--- src/rtl/arm_mem_pkg.sv ---
// Shared definitions for the EXE/MEM to off-chip SRAM access path.
package arm_mem_pkg;

    // Access sequencer states: one 16-bit half per LOW/HIGH phase
    typedef enum logic [1:0] {
        IDLE = 2'd0,
        LOW  = 2'd1,
        HIGH = 2'd2,
        DONE = 2'd3
    } mem_state_e;

    // Byte address that maps onto SRAM word 0
    localparam logic [31:0] DEFAULT_BASE_ADDR = 32'd1024;

    // Halfword select appended below the word index to form sram_addr
    localparam logic HALF_LO = 1'b0;
    localparam logic HALF_HI = 1'b1;

endpackage

--- src/rtl/sram_wait_counter.sv ---
// Wait-state counter for one SRAM half-access. Synchronous clear has
// priority over counting; tc flags the last cycle of a half-access.
module sram_wait_counter #(
    parameter int WAIT_CYCLES = 5,
    parameter int CW          = $clog2(WAIT_CYCLES)
) (
    input  logic clk,
    input  logic rst_n,
    input  logic clear,
    input  logic en,
    output logic tc
);

    logic [CW-1:0] count;

    // Count while enabled, return to zero on clear
    always_ff @(posedge clk or negedge rst_n) begin
        if (!rst_n) begin
            count <= '0;
        end else if (clear) begin
            count <= '0;
        end else if (en) begin
            count <= count + CW'(1);
        end
    end

    assign tc = (count == CW'(WAIT_CYCLES - 1));

endmodule

--- src/rtl/sram_access_ctrl.sv ---
// Two-phase 32-bit access sequencer for a 16-bit asynchronous SRAM.
// Holds freeze while an access is in flight and pulses ready when done.
// Optional misalignment detection is compiled in with SRAM_ALIGN_CHECK_EN.
// Handshake: a request (mem_r_en | mem_w_en) seen in IDLE is accepted at
// that clock edge; freeze stays high until the DONE cycle, in which ready
// pulses for one cycle and the pipeline advances on the following edge.
module sram_access_ctrl
    import arm_mem_pkg::*;
#(
    parameter logic [31:0] BASE_ADDR   = DEFAULT_BASE_ADDR,
    parameter int          WAIT_CYCLES = 5,
    parameter int          SRAM_ADDR_W = 18
) (
    input  logic                   clk,
    input  logic                   rst_n,
    input  logic                   mem_r_en,
    input  logic                   mem_w_en,
    input  logic [31:0]            addr,
    input  logic [31:0]            wdata,
    output logic [31:0]            rdata,
    output logic                   ready,
    output logic                   freeze,
    output logic [SRAM_ADDR_W-1:0] sram_addr,
    output logic [15:0]            sram_wdata,
    input  logic [15:0]            sram_rdata,
    output logic                   sram_we_n,
    output logic                   sram_oe_n,
    output logic                   err
);

    mem_state_e             state, state_n;
    logic                   req;
    logic                   busy;
    logic                   tc;
    logic                   start_access;
    logic                   is_wr_q;
    logic [15:0]            wdata_hi_q;
    logic [SRAM_ADDR_W-2:0] word_q;
    logic [SRAM_ADDR_W-2:0] word_n;
    logic [31:0]            offset;
    logic                   unused_bits;

    assign req    = mem_r_en | mem_w_en;
    assign busy   = (state == LOW) || (state == HIGH);
    assign offset = addr - BASE_ADDR;
    assign word_n = offset[SRAM_ADDR_W:2];
    assign unused_bits = &{1'b0, offset[31:SRAM_ADDR_W+1], offset[1:0]};

`ifdef SRAM_ALIGN_CHECK_EN
    logic misalign;
    logic err_q;

    assign misalign     = |addr[1:0];
    assign start_access = (state == IDLE) && req && !misalign;

    // Sticky misalignment flag, visible from the DONE cycle onwards
    always_ff @(posedge clk or negedge rst_n) begin
        if (!rst_n) begin
            err_q <= 1'b0;
        end else if ((state == IDLE) && req && misalign) begin
            err_q <= 1'b1;
        end
    end

    assign err = err_q;
`else
    assign start_access = (state == IDLE) && req;
    assign err          = 1'b0;
`endif

    sram_wait_counter #(
        .WAIT_CYCLES (WAIT_CYCLES)
    ) u_wait_counter (
        .clk   (clk),
        .rst_n (rst_n),
        .clear (!busy || tc),
        .en    (busy),
        .tc    (tc)
    );

    // State register
    always_ff @(posedge clk or negedge rst_n) begin
        if (!rst_n) begin
            state <= IDLE;
        end else begin
            state <= state_n;
        end
    end

    // Next-state: LOW and HIGH each last WAIT_CYCLES, DONE lasts one cycle
    always_comb begin
        state_n = state;
        case (state)
            IDLE: begin
                if (start_access) begin
                    state_n = LOW;
                end else if (req) begin
                    state_n = DONE;  // only reachable with a misaligned request
                end
            end
            LOW:     if (tc) state_n = HIGH;
            HIGH:    if (tc) state_n = DONE;
            DONE:    state_n = IDLE;
            default: state_n = IDLE;
        endcase
    end

    // Latch the command, steer address/data per half, capture read data
    always_ff @(posedge clk or negedge rst_n) begin
        if (!rst_n) begin
            is_wr_q    <= 1'b0;
            wdata_hi_q <= '0;
            word_q     <= '0;
            sram_addr  <= '0;
            sram_wdata <= '0;
            rdata      <= '0;
        end else begin
            if (start_access) begin
                is_wr_q    <= mem_w_en;
                wdata_hi_q <= wdata[31:16];
                word_q     <= word_n;
                sram_addr  <= {word_n, HALF_LO};
                sram_wdata <= wdata[15:0];
            end
            if ((state == LOW) && tc) begin
                sram_addr  <= {word_q, HALF_HI};
                sram_wdata <= wdata_hi_q;
            end
            if (!is_wr_q && tc && (state == LOW)) begin
                rdata[15:0] <= sram_rdata;
            end
            if (!is_wr_q && tc && (state == HIGH)) begin
                rdata[31:16] <= sram_rdata;
            end
        end
    end

    // Strobes: write pulse releases on the last cycle so address/data hold
    assign sram_we_n = !(busy && is_wr_q && !tc);
    assign sram_oe_n = !(busy && !is_wr_q);
    assign freeze    = ((state == IDLE) && req) || busy;
    assign ready     = (state == DONE);

endmodule

--- config.mk ---
export PLATFORM = sky130hd
export DESIGN_NAME = sram_access_ctrl
export DESIGN_NICKNAME = d
export VERILOG_FILES = /design/src/rtl/arm_mem_pkg.sv /design/src/rtl/sram_wait_counter.sv /design/src/rtl/sram_access_ctrl.sv
export SDC_FILE = /design/constraint.sdc
export NUM_CORES = 1
export LEC_CHECK = 0
export ABC_CLOCK_PERIOD_IN_PS = 2100
export CELL_PAD_IN_SITES_DETAIL_PLACEMENT = 0
export CELL_PAD_IN_SITES_GLOBAL_PLACEMENT = 1
export CORE_MARGIN = 2
export CORE_UTILIZATION = 34
export DETAILED_ROUTE_END_ITERATION = 8
export GPL_ROUTABILITY_DRIVEN = 0
export PLACE_DENSITY = 0.8
export SYNTH_ARGS = -nofsm -noshare
export SYNTH_HDL_FRONTEND = slang
export SYNTH_SLANG_ARGS = --single-unit
--- constraint.sdc ---
create_clock -name clk -period 2.1 [get_ports clk]
set_input_delay 0.42 -clock clk [delete_from_list [all_inputs] [get_ports clk]]
set_output_delay 0.42 -clock clk [all_outputs]
set_load 0.01 [all_outputs]
Word-level counts from Yosys, hierarchy flattened

Index checks and enable logic that the tools add are counted.

Reduce and logical (&&, ||, !) cells: 20
Equality and inequality tests: 7
Bitwise gates (word level): 1
Mux-type cells: 11
Add/sub/neg operators: 2

Operators with widths:

| cell                     | count |
|---|---|
| $mux W18                 | 2 |
| $mux W16                 | 2 |
| $sub A19 B11 Y19 const B | 1 |
| $logic_and A1 B1 Y1      | 8 |
| $mux W2                  | 4 |
| $pmux W2 S4              | 1 |
| $mux W3                  | 2 |
| $logic_not A1 Y1         | 5 |
| $eq A2 B2 Y1 const B     | 2 |
| $ne A2 B2 Y1 const B     | 2 |
| $reduce_bool A2 Y1       | 2 |
| $add A3 B1 Y3 const B    | 1 |
| $eq A3 B3 Y1 const B     | 1 |
| $logic_or A1 B1 Y1       | 3 |
| $ne A3 B3 Y1 const B     | 1 |
| $reduce_and A3 Y1        | 1 |
| $eq A2 B1 Y1 const B     | 1 |
| $logic_not A2 Y1         | 1 |
| $or A1 B1 Y1             | 1 |

Bits of input ports: 84
Bits in registers: 105
Output and inout bits: 71
Logic and storage cells: 50

Depth between registers and ports, before layout

Gate-level depths: netlist (run 1).

Word-level depth: 5
Gate-level depth with buffers: 7
Depth with buffers taken out: 6

Hierarchy

A second synthesis (run 1) with hierarchy kept.

Cell total of the unflattened synthesis: 430
Area, all modules: 4430.5 µm²

Modules (own cells, without submodules):

| module            | sequential area each (µm²) | area each (µm²) | cells an instance | instances |
|---|---|---|---|---|
| sram_access_ctrl  | 2552.4                     | 4267.8          | 415               | 1 |
| sram_wait_counter | 75.1                       | 162.7           | 15                | 1 |

Worst setup path after synthesis (run 1)

No wires, ideal clock.

Path kind: register -> register
Start: register u_wait_counter.count[0]
End: register rdata[10]
Buffers on the path: 2
Data arrival time: 1.701 ns
Library setup time: 0.128 ns
Period minus slack after synthesis: 1.829 ns
Data required time: 1.972 ns
Cell stages (with the launch flop): 8
Setup slack: 0.271 ns
Path through: dfrtp_1 inv_1 ha_1 and3_1 nand2b_1 clkbuf_1 buf_2 mux2_1

Word-level cells in the longest chain between the ends: 3

Ends and longest elaborated chain:

| item                             | line                    | source |
|---|---|---|
| start: declaration               | sram_wait_counter.sv:14 | `logic [CW-1:0] count;` |
| start signal: assignment         | sram_wait_counter.sv:23 | `count <= count + CW'(1);` |
| $eq A3 B3 Y1                     | sram_wait_counter.sv:27 | `assign tc = (count == CW'(WAIT_CYCLES - 1));` |
| $logic_and A1 B1 Y1 (2 in a row) | sram_access_ctrl.sv:129 | `if (!is_wr_q && tc && (state == LOW)) begin` |
| end signal: assignment           | sram_access_ctrl.sv:130 | `rdata[15:0] <= sram_rdata;` |
| end: declaration                 | sram_access_ctrl.sv:20  | `output logic [31:0] rdata,` |

No other way between the ends.
A chain may end at the register's enable or synchronous reset.

Final worst setup path (run 1)

Start: register state[0]
End: output port ready

Word-level cells in the longest chain between the ends: 1

Ends and longest elaborated chain:

| item                     | line                    | source |
|---|---|---|
| start: declaration       | sram_access_ctrl.sv:31  | `mem_state_e state, state_n;` |
| start signal: assignment | sram_access_ctrl.sv:86  | `state <= state_n;` |
| $eq A2 B2 Y1             | sram_access_ctrl.sv:142 | `assign ready = (state == DONE);` |
| end: declaration         | sram_access_ctrl.sv:21  | `output logic ready,` |

No other way between the ends.

==> key figures, run 1 <==
Placement
  – Post-DP HPWL: 7460 um
  – Place WS: -0.113 ns
  – Post-DP Area: 6100 um^2
  – Port bufs: 138

Clocking
  – Clk_lat worst skew: 0.34 ns
  – Clock net sink count: 105
  – Root Driver: clkbuf_16
  – Clock buffer depth: 2
  – Clock slew at reported path FFs: 0.07 ns
  – CTS tree: done
  – TritonCTS Buffers: 9
  – H-tree depth: 3

Floorplan
  – Die Y: 118 um
  – Die area: 13,800 um^2
  – I/O pins: 155
  – Cell Rows: 41
  – Area of the core: 12,600 um^2
  – Die span in x: 118 um
  – Initial Utilization: 34.7%

Routing
  – Vias per cell: 4.65
  – Final wirelength: 10,500 um
  – DR WL/cell: 13.9 um
  – DRT antenna net count: 0
  – First drt pass iteration count: 4
  – Vias: 3,505
  – Post-route DRC: 0
  – First DRT Iteration DRCs: 193

Setup path
  – Reg2reg start: state[0]$_DFFE_PN0P_
  – Crit-path max FO: 3
  – Reg2reg end: rdata[9]$_DFFE_PN0P_
  – Worst r2r path cells: 6
  – Setup crit start kind: register
  – Crit end category: output port
  – Flop2flop setup slack: 0.34 ns
  – Type of the worst setup path: reg -> out
  – CP required: 1.68 ns
  – Worst EP arrival: 1.54 ns

Cells and area
  – Final Util: 51.1%
  – Area Overhead vs Synth: 47.1%
  – Layout Nets: 668
  – Layout cells sized above 1: 11.9%
  – N_diodes: 0
  – Leading cell types in the layout, fill and taps excluded: 134 x clkdlybuf4s50_1, 123 x nand2_1, 105 x dfrtp_1
  – Final instance area: 6450 um^2
  – Commonest non-fill, non-tap cell in the layout: clkdlybuf4s50_1

Logic synthesis
  – Ys Warns: 0
  – Syn_nets: 519
  – Syn Inst Count: 428
  – Netlist cell types: 38
  – Synth Cell Area: 4380 um^2
  – Flops & latches, synth: 105
  – Sequential fraction of the synthesis area: 59.9%
  – Syn_area_per_cell: 10.2 um^2

Power
  – Peak VDD IR: 605 uV
  – Power Density: 1440 nW/um^2
  – Leakage: 2.89 nW

Timing
  – Actual slew at the worst max-slew pin: 0.579 ns
  – Clock skew: 0.00584 ns
  – Fin crit period: 1.96 ns
  – Maximum clock rate: 0.509 GHz
  – Worst Hold Slack: 0.0931 ns
  – RSZ-0062 raised after global routing: no
  – Final period util: 93.5%
  – Setup ws final: 0.136 ns
  – Final setup vio count: 0
  – Slew Viols, Final: 0
  – Final Hold Fails: 0
  – Max-slew headroom: 61.4%

Global routing
  – Vias in the first global route: 3,611
  – First-pass GRT wire length: 17,700 um
  – GRT Residual Overflow: 0
  – Total GRT Usage: 15.7%
  – Antenna violations before repair: 0
  – Largest net degree at the start of global routing: 106

Run status
  – Status: finished clean

Hold path
  – Hold Path Class: in -> async

Flow run
  – Max_cap viols: 0
## layout make-up
class / count / area (um^2)
fill: 1181 / 6170
sequential: 105 / 2630
multi-input combinational: 292 / 1670
timing repair buffer: 162 / 1590
clock buffer: 9 / 225
tap: 172 / 215
clock inverter: 7 / 86.3
inverter: 7 / 26.3
## what timing repair did
action | CTS | global route
setup buffers | 2 | 0
resized for setup | 9 | 0
hold buffers | 0 | 0
endpoints found under the setup margin | 3 | 0
## worst max-delay path, cell delays in order, from the launching register on
cell and delay, ns:
dfrtp_1 0.38, buf_4 0.15, ha_1 0.20, clkdlybuf4s50_1 0.48
## report_power, final
group          total, W  internal (W)  switching (W)  leakage [nW]
Clock           0.00174      0.000952       0.000784         0.150
Sequential      0.00354       0.00301       0.000527          1.26
Combinational   0.00399       0.00219        0.00180          1.48
Total           0.00926       0.00615        0.00311          2.89
## state kept, by name (all words and copies together) (netlist names)
register and count:
is_wr_q 1, u_wait_counter.count 3, sram_addr 18, sram_wdata 16
state 2, rdata 32, wdata_hi_q 16, word_q 17
## per-stage QoR
stage / setup TNS [ns] / total power (W) / cells
3_3_place_gp: -0.183 / 0.00740 / 736
3_5_place_dp: -0.274 / 0.00755 / 736
4_1_cts: 0 / 0.00940 / 754
6_report: 0 / 0.00926 / 754
2_1_floorplan: 0 / 0.00541 / 428
5_1_grt: 0 / 0.00993 / 754
## cell usage after synthesis, drive strengths merged
| master | number | share of area [%] |
|---|---|---|
| o22ai | 3 | 0.43 |
| o2bb2ai | 1 | 0.20 |
| nand4b | 1 | 0.20 |
| o32a | 1 | 0.23 |
| conb | 1 | 0.086 |
| o21a | 3 | 0.51 |
| nor2b | 1 | 0.14 |
| nand2 | 124 | 11 |
| and2 | 1 | 0.20 |
| ha | 7 | 2.0 |
| mux2 | 32 | 8.2 |
| nor2 | 43 | 3.7 |
| nor3 | 3 | 0.34 |
| nand3 | 2 | 0.23 |
| o31ai | 3 | 0.51 |
| a21oi | 6 | 0.77 |
| or3 | 2 | 0.29 |
| or2 | 3 | 0.43 |
| a21o | 3 | 0.51 |
| inv | 7 | 0.60 |
| clkbuf | 17 | 1.5 |
| o21ai | 10 | 1.1 |
| a31oi | 29 | 4.1 |
| nand2b | 3 | 0.43 |
| nor4 | 2 | 0.43 |
| dfrtp | 105 | 60 |
| nor3b | 1 | 0.17 |
| or4b | 1 | 0.23 |
| o31a | 1 | 0.20 |
| buf | 7 | 0.86 |
| and3 | 3 | 0.43 |
| xor2 | 2 | 0.40 |
## per-layer routing
metal,GRT usage (%),vias up,wire [um]
li1,-,1723,-
met3,3.68,13,584
met5,0,-,0
met2,25.8,107,5010
met4,5.80,0,148
met1,20.3,1662,4770
## how the worst max path moves through the flow
stage / start / cells after the start / endpoint
floorplan: u_wait_counter.count[0]$_DFFE_PN0P_ / 7 / rdata[10]$_DFFE_PN0P_
global placement: addr[10] / 7 / sram_addr[15]$_DFFE_PN0P_
detailed placement: addr[10] / 7 / sram_addr[15]$_DFFE_PN0P_
CTS: state[0]$_DFFE_PN0P_ / 3 / ready
global route: state[0]$_DFFE_PN0P_ / 3 / ready
finish: state[0]$_DFFE_PN0P_ / 3 / ready
## logic make-up after synthesis
group,share of synthesized area (%)
and+or+nand+nor,17.8
DFF,59.9
AOI/OAI and AO/OA,8.65
muxes,8.22
buffers and inverters,2.91
adders and majority gates,2.00
xor gates and xnor gates,0.400
other,0.0855
(Power assumes the default switching activity.)
==> run 2, diff against run 1 <==
ABC_AREA = 1   (was default)
CORE_UTILIZATION = 46   (was 34)
DONT_BUFFER_PORTS = 1   (was default)
PLACE_DENSITY = 0.78   (was 0.8)
==> run 2 against run 1 <==
The run now ends with negative hold slack left; synthesized area is 1.8% higher; via count is 8.1% lower; clock-buffer cell count increased by 2; setup slack improved by 0.026 ns; hold slack got worse by 0.35 ns; highest routed layer unchanged.
==> key figures, run 2 <==
Routing
  – Post-route DRC: 0 (unchanged)
  – Wire length on met3: 833 um (+43%)
  – DR WL/cell: 15.0 um (+7.6%)
  – First drt pass iteration count: 4 (unchanged)
  – DRT met1 WL: 4270 um (-11%)
  – Final wirelength: 9590 um (-8.8%)
  – Met2 routed WL: 4400 um (-12%)
  – Highest Signal Layer: met4
  – Vias: 3,222 (-8.1%)
  – DRT antenna net count: 0 (unchanged)
  – Vias per cell: 5.04 (+8.5%)
  – First DRT Iteration DRCs: 118 (-39%)

Floorplan
  – Die span in x: 103 um (-13%)
  – Area of the core: 9330 um^2 (-26%)
  – Die area: 10,500 um^2 (-24%)
  – Cell Rows: 35 (-15%)
  – I/O pins: 155 (unchanged)
  – Die Y: 103 um (-13%)
  – Initial Utilization: 47.8% (+13 points)

Timing
  – Setup TNS: 0 ns (unchanged)
  – Final period util: 92.3% (-1.2 points)
  – Final Hold Fails: 105 (+105)
  – Slew Viols, Final: 0 (unchanged)
  – Final setup vio count: 0 (unchanged)
  – Clock skew: 0.0169 ns (+0.0110 ns)
  – Maximum clock rate: 0.516 GHz (+1.4%)
  – RSZ-0062 raised after global routing: no
  – Setup ws final: 0.162 ns (+0.0262 ns)
  – Worst Hold Slack: -0.254 ns (-0.347 ns)
  – Fin crit period: 1.94 ns (-0.0262 ns)

Clocking
  – Root Driver: clkbuf_8
  – Clock slew at reported path FFs: 0.10 ns (+0.03 ns)
  – Clock net sink count: 105 (unchanged)
  – TritonCTS Buffers: 9 (unchanged)
  – Clk_lat worst skew: 0.36 ns (+0.02 ns)
  – H-tree depth: 3 (unchanged)
  – Clock buffer depth: 2 (unchanged)
  – CTS tree: done

Placement
  – Post-DP HPWL: 6400 um (-14%)
  – Port bufs: 0 (-100%)
  – Place WS: 0.266 ns (+0.379 ns)

Flow run
  – Max_cap viols: 0 (unchanged)

Global routing
  – First-pass GRT wire length: 15,600 um (-12%)
  – GRT Residual Overflow: 0 (unchanged)
  – Antenna violations before repair: 0 (unchanged)
  – Largest net degree at the start of global routing: 106 (unchanged)
  – Total GRT Usage: 19.0% (+3.4 points)
  – Vias in the first global route: 3,148 (-13%)

Logic synthesis
  – Synth top area cells: dfrtp_1 59%, nand2_1 15%, o21ai_0 5.3%
  – Most common cell in the netlist: nand2_1
  – Syn Inst Count: 507 (+18%)
  – Flops & latches, synth: 105 (unchanged)
  – Syn_area_per_cell: 8.80 um^2 (-14%)
  – Most common library cells after synthesis: 177 x nand2_1, 105 x dfrtp_1, 47 x o21ai_0
  – Ys Warns: 0 (unchanged)
  – Post-synth EDFFs: 0 (unchanged)
  – Top cell type's share of synthesized area: 58.9% (-1.1 points)
  – Synth Cell Area: 4460 um^2 (+1.8%)
  – Sequential fraction of the synthesis area: 58.9% (-1.1 points)
  – Syn_nets: 598 (+15%)
  – Yosys top cell by area: dfrtp_1
  – Async set or reset register ratio after synthesis: 100% (unchanged)
  – Netlist cell types: 24 (-37%)
  – Top FF cell, synth: dfrtp_1

Setup path
  – CP max stage delay: 0.41 ns (-0.07 ns)
  – Setup crit start kind: register
  – Worst EP arrival: 1.52 ns (-0.02 ns)
  – Worst path most repeated cell: inv_1
  – CP required: 1.68 ns (about the same)
  – Delay-heaviest family, CP: flip-flops
  – Crit-path max FO: 4 (+1)
  – Type of the worst setup path: reg -> out
  – Crit end category: output port
  – CP bufs+invs: 2 (unchanged)
  – Critical-path top delay cell: dfrtp_1
  – Critical-path cell list: inv_1 -> ha_1 -> inv_1 -> nor2_1 -> nand2_1

Power
  – Combinational power share: 29.9% (-13 points)
  – Leakage: 2.40 nW (-17%)
  – Peak VDD IR: 525 uV (-13%)
  – Clock power share: 16.0% (-2.7 points)
  – P_sw: 0.00286 W (-8.1%)
  – Reg power frac: 54.1% (+16 points)
  – Int Pwr: 0.00421 W (-31%)
  – Power Density: 1480 nW/um^2 (+3.2%)
  – Sw frac: 40.4% (+6.8 points)

Run status
  – Status: finished with violations
  – Failing checks: negative hold slack

Cells and area
  – Area Overhead vs Synth: 6.90%
  – N_diodes: 0 (unchanged)
  – Final Util: 51.1% (+0.056 points)
  – Most flop-heavy register: rdata
  – Layout Nets: 596 (-11%)
  – Layout cells sized above 1: 6.67% (-5.2 points)
  – Leading cell types in the layout, fill and taps excluded: 177 x nand2_1, 105 x dfrtp_1, 47 x o21ai_0
  – Max reg flops: 32 (unchanged)
  – Commonest non-fill, non-tap cell in the layout: nand2_1
  – Largest registers: rdata (32), sram_addr (18), word_q (17)

Hold path
  – Hold Path Class: in -> async
[run 2: cell types whose count changed in the layout (fill, tap and decap cells not counted), sizes merged, moves of 14 or more]
cell,previous run,this run
clkdlybuf4s50,134,0
a31oi,29,0
mux2,32,0
o21ai,10,48
nand3,2,16
inv,11,46
nand2,124,178
[run 2: cell families after synthesis]
group | count (synthesis) | synth area share (%)
AO/OA/AOI/OAI | 74 | 9.25
flip-flops | 105 | 58.9
XOR/XNOR | 3 | 0.589
other | 1 | 0.0840
buffers and inverters | 72 | 7.12
adder cells (fa/ha/maj) | 7 | 1.96
AND/OR/NAND/NOR | 245 | 22.1
[run 2: worst paths after layout]
check	slack (ns)	depth (start not counted)	from	to
hold / removal	-0.25	0	rst_n	word_q[16]$_DFFE_PN0P_
setup reg to reg	0.37	9	state[1]$_DFFE_PN0P_	sram_wdata[5]$_DFFE_PN0P_
max in group asynchronous	2.16	0	rst_n	sram_wdata[14]$_DFFE_PN0P_
setup / recovery	0.16	5	state[1]$_DFFE_PN0P_	sram_we_n
min in group clk	0.17	2	wdata[25]	wdata_hi_q[9]$_DFFE_PN0P_
hold reg to reg	0.47	1	u_wait_counter.count[0]$_DFFE_PN0P_	u_wait_counter.count[0]$_DFFE_PN0P_
[run 2: power groups by stage]
| stage | clock network, W | registers (W) | logic [W] |
|---|---|---|---|
| floorplan | 0 | 0.00368 | 0.00166 |
| global placement | 0 | 0.00385 | 0.00202 |
| detailed placement | 0 | 0.00386 | 0.00211 |
| CTS | 0.00117 | 0.00384 | 0.00213 |
| global route | 0.00126 | 0.00395 | 0.00250 |
| finish | 0.00113 | 0.00383 | 0.00211 |
[run 2: repair_timing]
action                                  CTS  global route
gates resized for setup                   1             3
pin swaps                                 1             0
cloned                                    0             0
endpoints found under the setup margin    1             1
endpoints found under the hold margin   105           105
setup buffers                             1             2
[run 2: final cells by class]
type	count	area (um^2)
clock buffer	11	131
clock inverter	5	40.0
fill	912	4560
inverter	46	178
multi-input combinational	330	1520
sequential	105	2630
tap	129	161
timing repair buffer	13	110
[run 2: per-stage QoR]
| step | instances | area, um^2 | total power [W] | hold slack (ns) |
|---|---|---|---|---|
| after floorplan | 507 | 4460 | 0.00534 | 0.124 |
| after global placement | 620 | 4570 | 0.00587 | 0.127 |
| after detailed placement | 620 | 4570 | 0.00598 | 0.127 |
| after CTS | 637 | 4750 | 0.00714 | -0.275 |
| after global routing | 639 | 4770 | 0.00772 | -0.288 |
| final | 639 | 4770 | 0.00707 | -0.254 |
[run 2: per-layer routing]
layer  vias to the layer above  track usage (%)
met3                         7             6.51
met2                        88             29.2
met1                      1526             25.6
met4                         0             6.15
met5                         -                0
li1                       1601                -
==> run 3, diff against run 2 <==
PLACE_DENSITY = 0.86   (was 0.78)
==> run 3 against run 2 <==
The flow still finishes with violations (negative hold slack); combinational power down 3%; maximum frequency down 2.2%; register-to-register slack worse by 0.10 ns; power down 0.46%; via count up 0.74%; clock power about the same; die area unchanged; first-iteration DRC count down 3.4%; highest routed layer unchanged.
==> key figures, run 3 (synthesized netlist as in run 2, its figures left out) <==
Power
  – Leakage: 2.39 nW (-0.39%)
  – Peak VDD IR: 539 uV (+2.7%)
  – Power Density: 1490 nW/um^2 (+0.31%)

Clocking
  – Clock buffer depth: 2 (unchanged)
  – Clk_lat worst skew: 0.36 ns (about the same)
  – Clock slew at reported path FFs: 0.10 ns (about the same)
  – Root Driver: clkbuf_8
  – Clock net sink count: 105 (unchanged)
  – CTS tree: done
  – TritonCTS Buffers: 9 (unchanged)
  – H-tree depth: 3 (unchanged)

Timing
  – Worst Hold Slack: -0.256 ns (-0.00171 ns)
  – RSZ-0062 raised after global routing: no
  – Setup TNS: 0 ns (unchanged)
  – Maximum clock rate: 0.505 GHz (-2.2%)
  – Slew Viols, Final: 0 (unchanged)
  – Clock skew: 0.0104 ns (-0.00648 ns)
  – Final period util: 94.3% (+2.1 points)
  – Final setup vio count: 0 (unchanged)
  – Fin crit period: 1.98 ns (+0.0433 ns)
  – Final Hold Fails: 105 (unchanged)

Setup path
  – Worst EP arrival: 1.56 ns (+0.04 ns)
  – Setup crit start: state[0]$_DFFE_PN0P_
  – Worst r2r path cells: 8 (-1)
  – Type of the worst setup path: reg -> out
  – Crit end category: output port
  – CP required: 1.68 ns (about the same)
  – Setup crit start kind: register
  – Reg2reg end: sram_wdata[13]$_DFFE_PN0P_
  – Setup crit end: freeze
  – Flop2flop setup slack: 0.27 ns (-0.10 ns)
  – Reg2reg start: u_wait_counter.count[0]$_DFFE_PN0P_
  – Crit-path max FO: 16 (+12)

Floorplan
  – I/O pins: 155 (unchanged)
  – Die Y: 103 um (unchanged)
  – Die area: 10,500 um^2 (unchanged)
  – Die span in x: 103 um (unchanged)
  – Area of the core: 9330 um^2 (unchanged)
  – Cell Rows: 35 (unchanged)
  – Initial Utilization: 47.8% (unchanged)

Run status
  – Status: finished with violations
  – Failing checks: negative hold slack

Cells and area
  – Sequential Area: 2630 um^2 (unchanged)
  – Leading cell types in the layout, fill and taps excluded: 177 x nand2_1, 105 x dfrtp_1, 47 x o21ai_0
  – Multi-input gate area: 1520 um^2 (unchanged)
  – Largest registers: rdata (32), sram_addr (18), word_q (17)
  – Layout cells sized above 1: 5.93% (-0.74 points)
  – Non-filler cells, final: 635 (-0.63%)
  – Most flop-heavy register: rdata
  – Max reg flops: 32 (unchanged)
  – Layout Nets: 592 (-0.67%)
  – N_diodes: 0 (unchanged)
  – Filler Cell Count: 892 (-2.2%)
  – Commonest non-fill, non-tap cell in the layout: nand2_1
  – Area Overhead vs Synth: 6.08%

Routing
  – DRT antenna net count: 0 (unchanged)
  – Met2 routed WL: 4420 um (+0.34%)
  – First DRT Iteration DRCs: 114 (-3.4%)
  – DR WL/cell: 15.2 um (+1.2%)
  – Post-route DRC: 0 (unchanged)
  – DRT met1 WL: 4160 um (-2.5%)
  – Wire length on met3: 932 um (+12%)
  – Highest Signal Layer: met4
  – First drt pass iteration count: 4 (unchanged)
  – Vias per cell: 5.11 (+1.4%)
  – Vias: 3,246 (+0.74%)
  – Final wirelength: 9640 um (+0.56%)

Placement
  – Post-DP HPWL: 6500 um (+1.5%)
  – Port bufs: 0 (unchanged)
  – Placed cell count: 618 (-0.32%)

Global routing
  – Vias in the first global route: 3,207 (+1.9%)
  – Total GRT Usage: 18.9% (-0.16 points)
  – Antenna violations before repair: 0 (unchanged)
  – First-pass GRT wire length: 15,500 um (-0.88%)
  – GRT Residual Overflow: 0 (unchanged)
  – Largest net degree at the start of global routing: 106 (unchanged)

Flow run
  – Max_cap viols: 0 (unchanged)

Hold path
  – Hold Path Class: in -> async
run 3: area by class of cell:
cell class | count | share of cell area (%)
multi-input combinational | 330 | 32.2
inverter | 46 | 3.75
clock buffer | 10 | 2.70
tap | 129 | 3.41
clock inverter | 6 | 1.06
timing repair buffer | 9 | 1.43
sequential | 105 | 55.5
run 3: stage by stage:
stage	total power (W)	hold slack [ns]	util [%]	area, um^2	setup slack (ns)
2_1_floorplan	0.00534	0.124	-	4460	0.467
3_3_place_gp	0.00581	0.128	48.7	4540	0.294
3_5_place_dp	0.00595	0.127	48.7	4540	0.234
4_1_cts	0.00715	-0.285	50.7	4730	0.0498
5_1_grt	0.00765	-0.292	50.8	4730	0.00274
6_report	0.00704	-0.256	50.8	4730	0.119
run 3: critical path: stages (launching register included):
cell	delay, ns
dfrtp_1	0.39
inv_1	0.09
ha_1	0.19
inv_1	0.12
nor2_4	0.06
inv_6	0.13
nand2_1	0.07
buf_4	0.15
run 3: power breakdown:
part,switching [W],internal [W],leakage (nW)
clock network,0.000708,0.000450,0.0892
logic,0.00130,0.000749,1.10
registers,0.000878,0.00295,1.20
total,0.00289,0.00415,2.39
run 3: worst min-delay path by stage:
| stage | cells after the start | start | slack [ns] | to |
|---|---|---|---|---|
| 2_1_floorplan | 0 | rst_n | 0.12 | is_wr_q$_DFFE_PN0P_ |
| 3_3_place_gp | 0 | rst_n | 0.13 | sram_addr[17]$_DFFE_PN0P_ |
| 3_5_place_dp | 0 | rst_n | 0.13 | word_q[16]$_DFFE_PN0P_ |
| 4_1_cts | 0 | rst_n | -0.28 | word_q[16]$_DFFE_PN0P_ |
| 5_1_grt | 0 | rst_n | -0.29 | rdata[11]$_DFFE_PN0P_ |
| 6_report | 0 | rst_n | -0.26 | word_q[16]$_DFFE_PN0P_ |
run 3: metal layers:
layer	vias to the layer above	global-route usage (%)
met5	-	0
met4	0	6.67
met3	12	7.19
met2	108	29.2
met1	1533	24.5
li1	1593	-
run 3: timing repair:
action	4_1_cts	5_1_grt
hold endpoints to repair	105	105
setup buffers	1	0
gates cloned	0	0
resized for setup	1	1
endpoints found under the setup margin	1	1
pin swaps	1	0
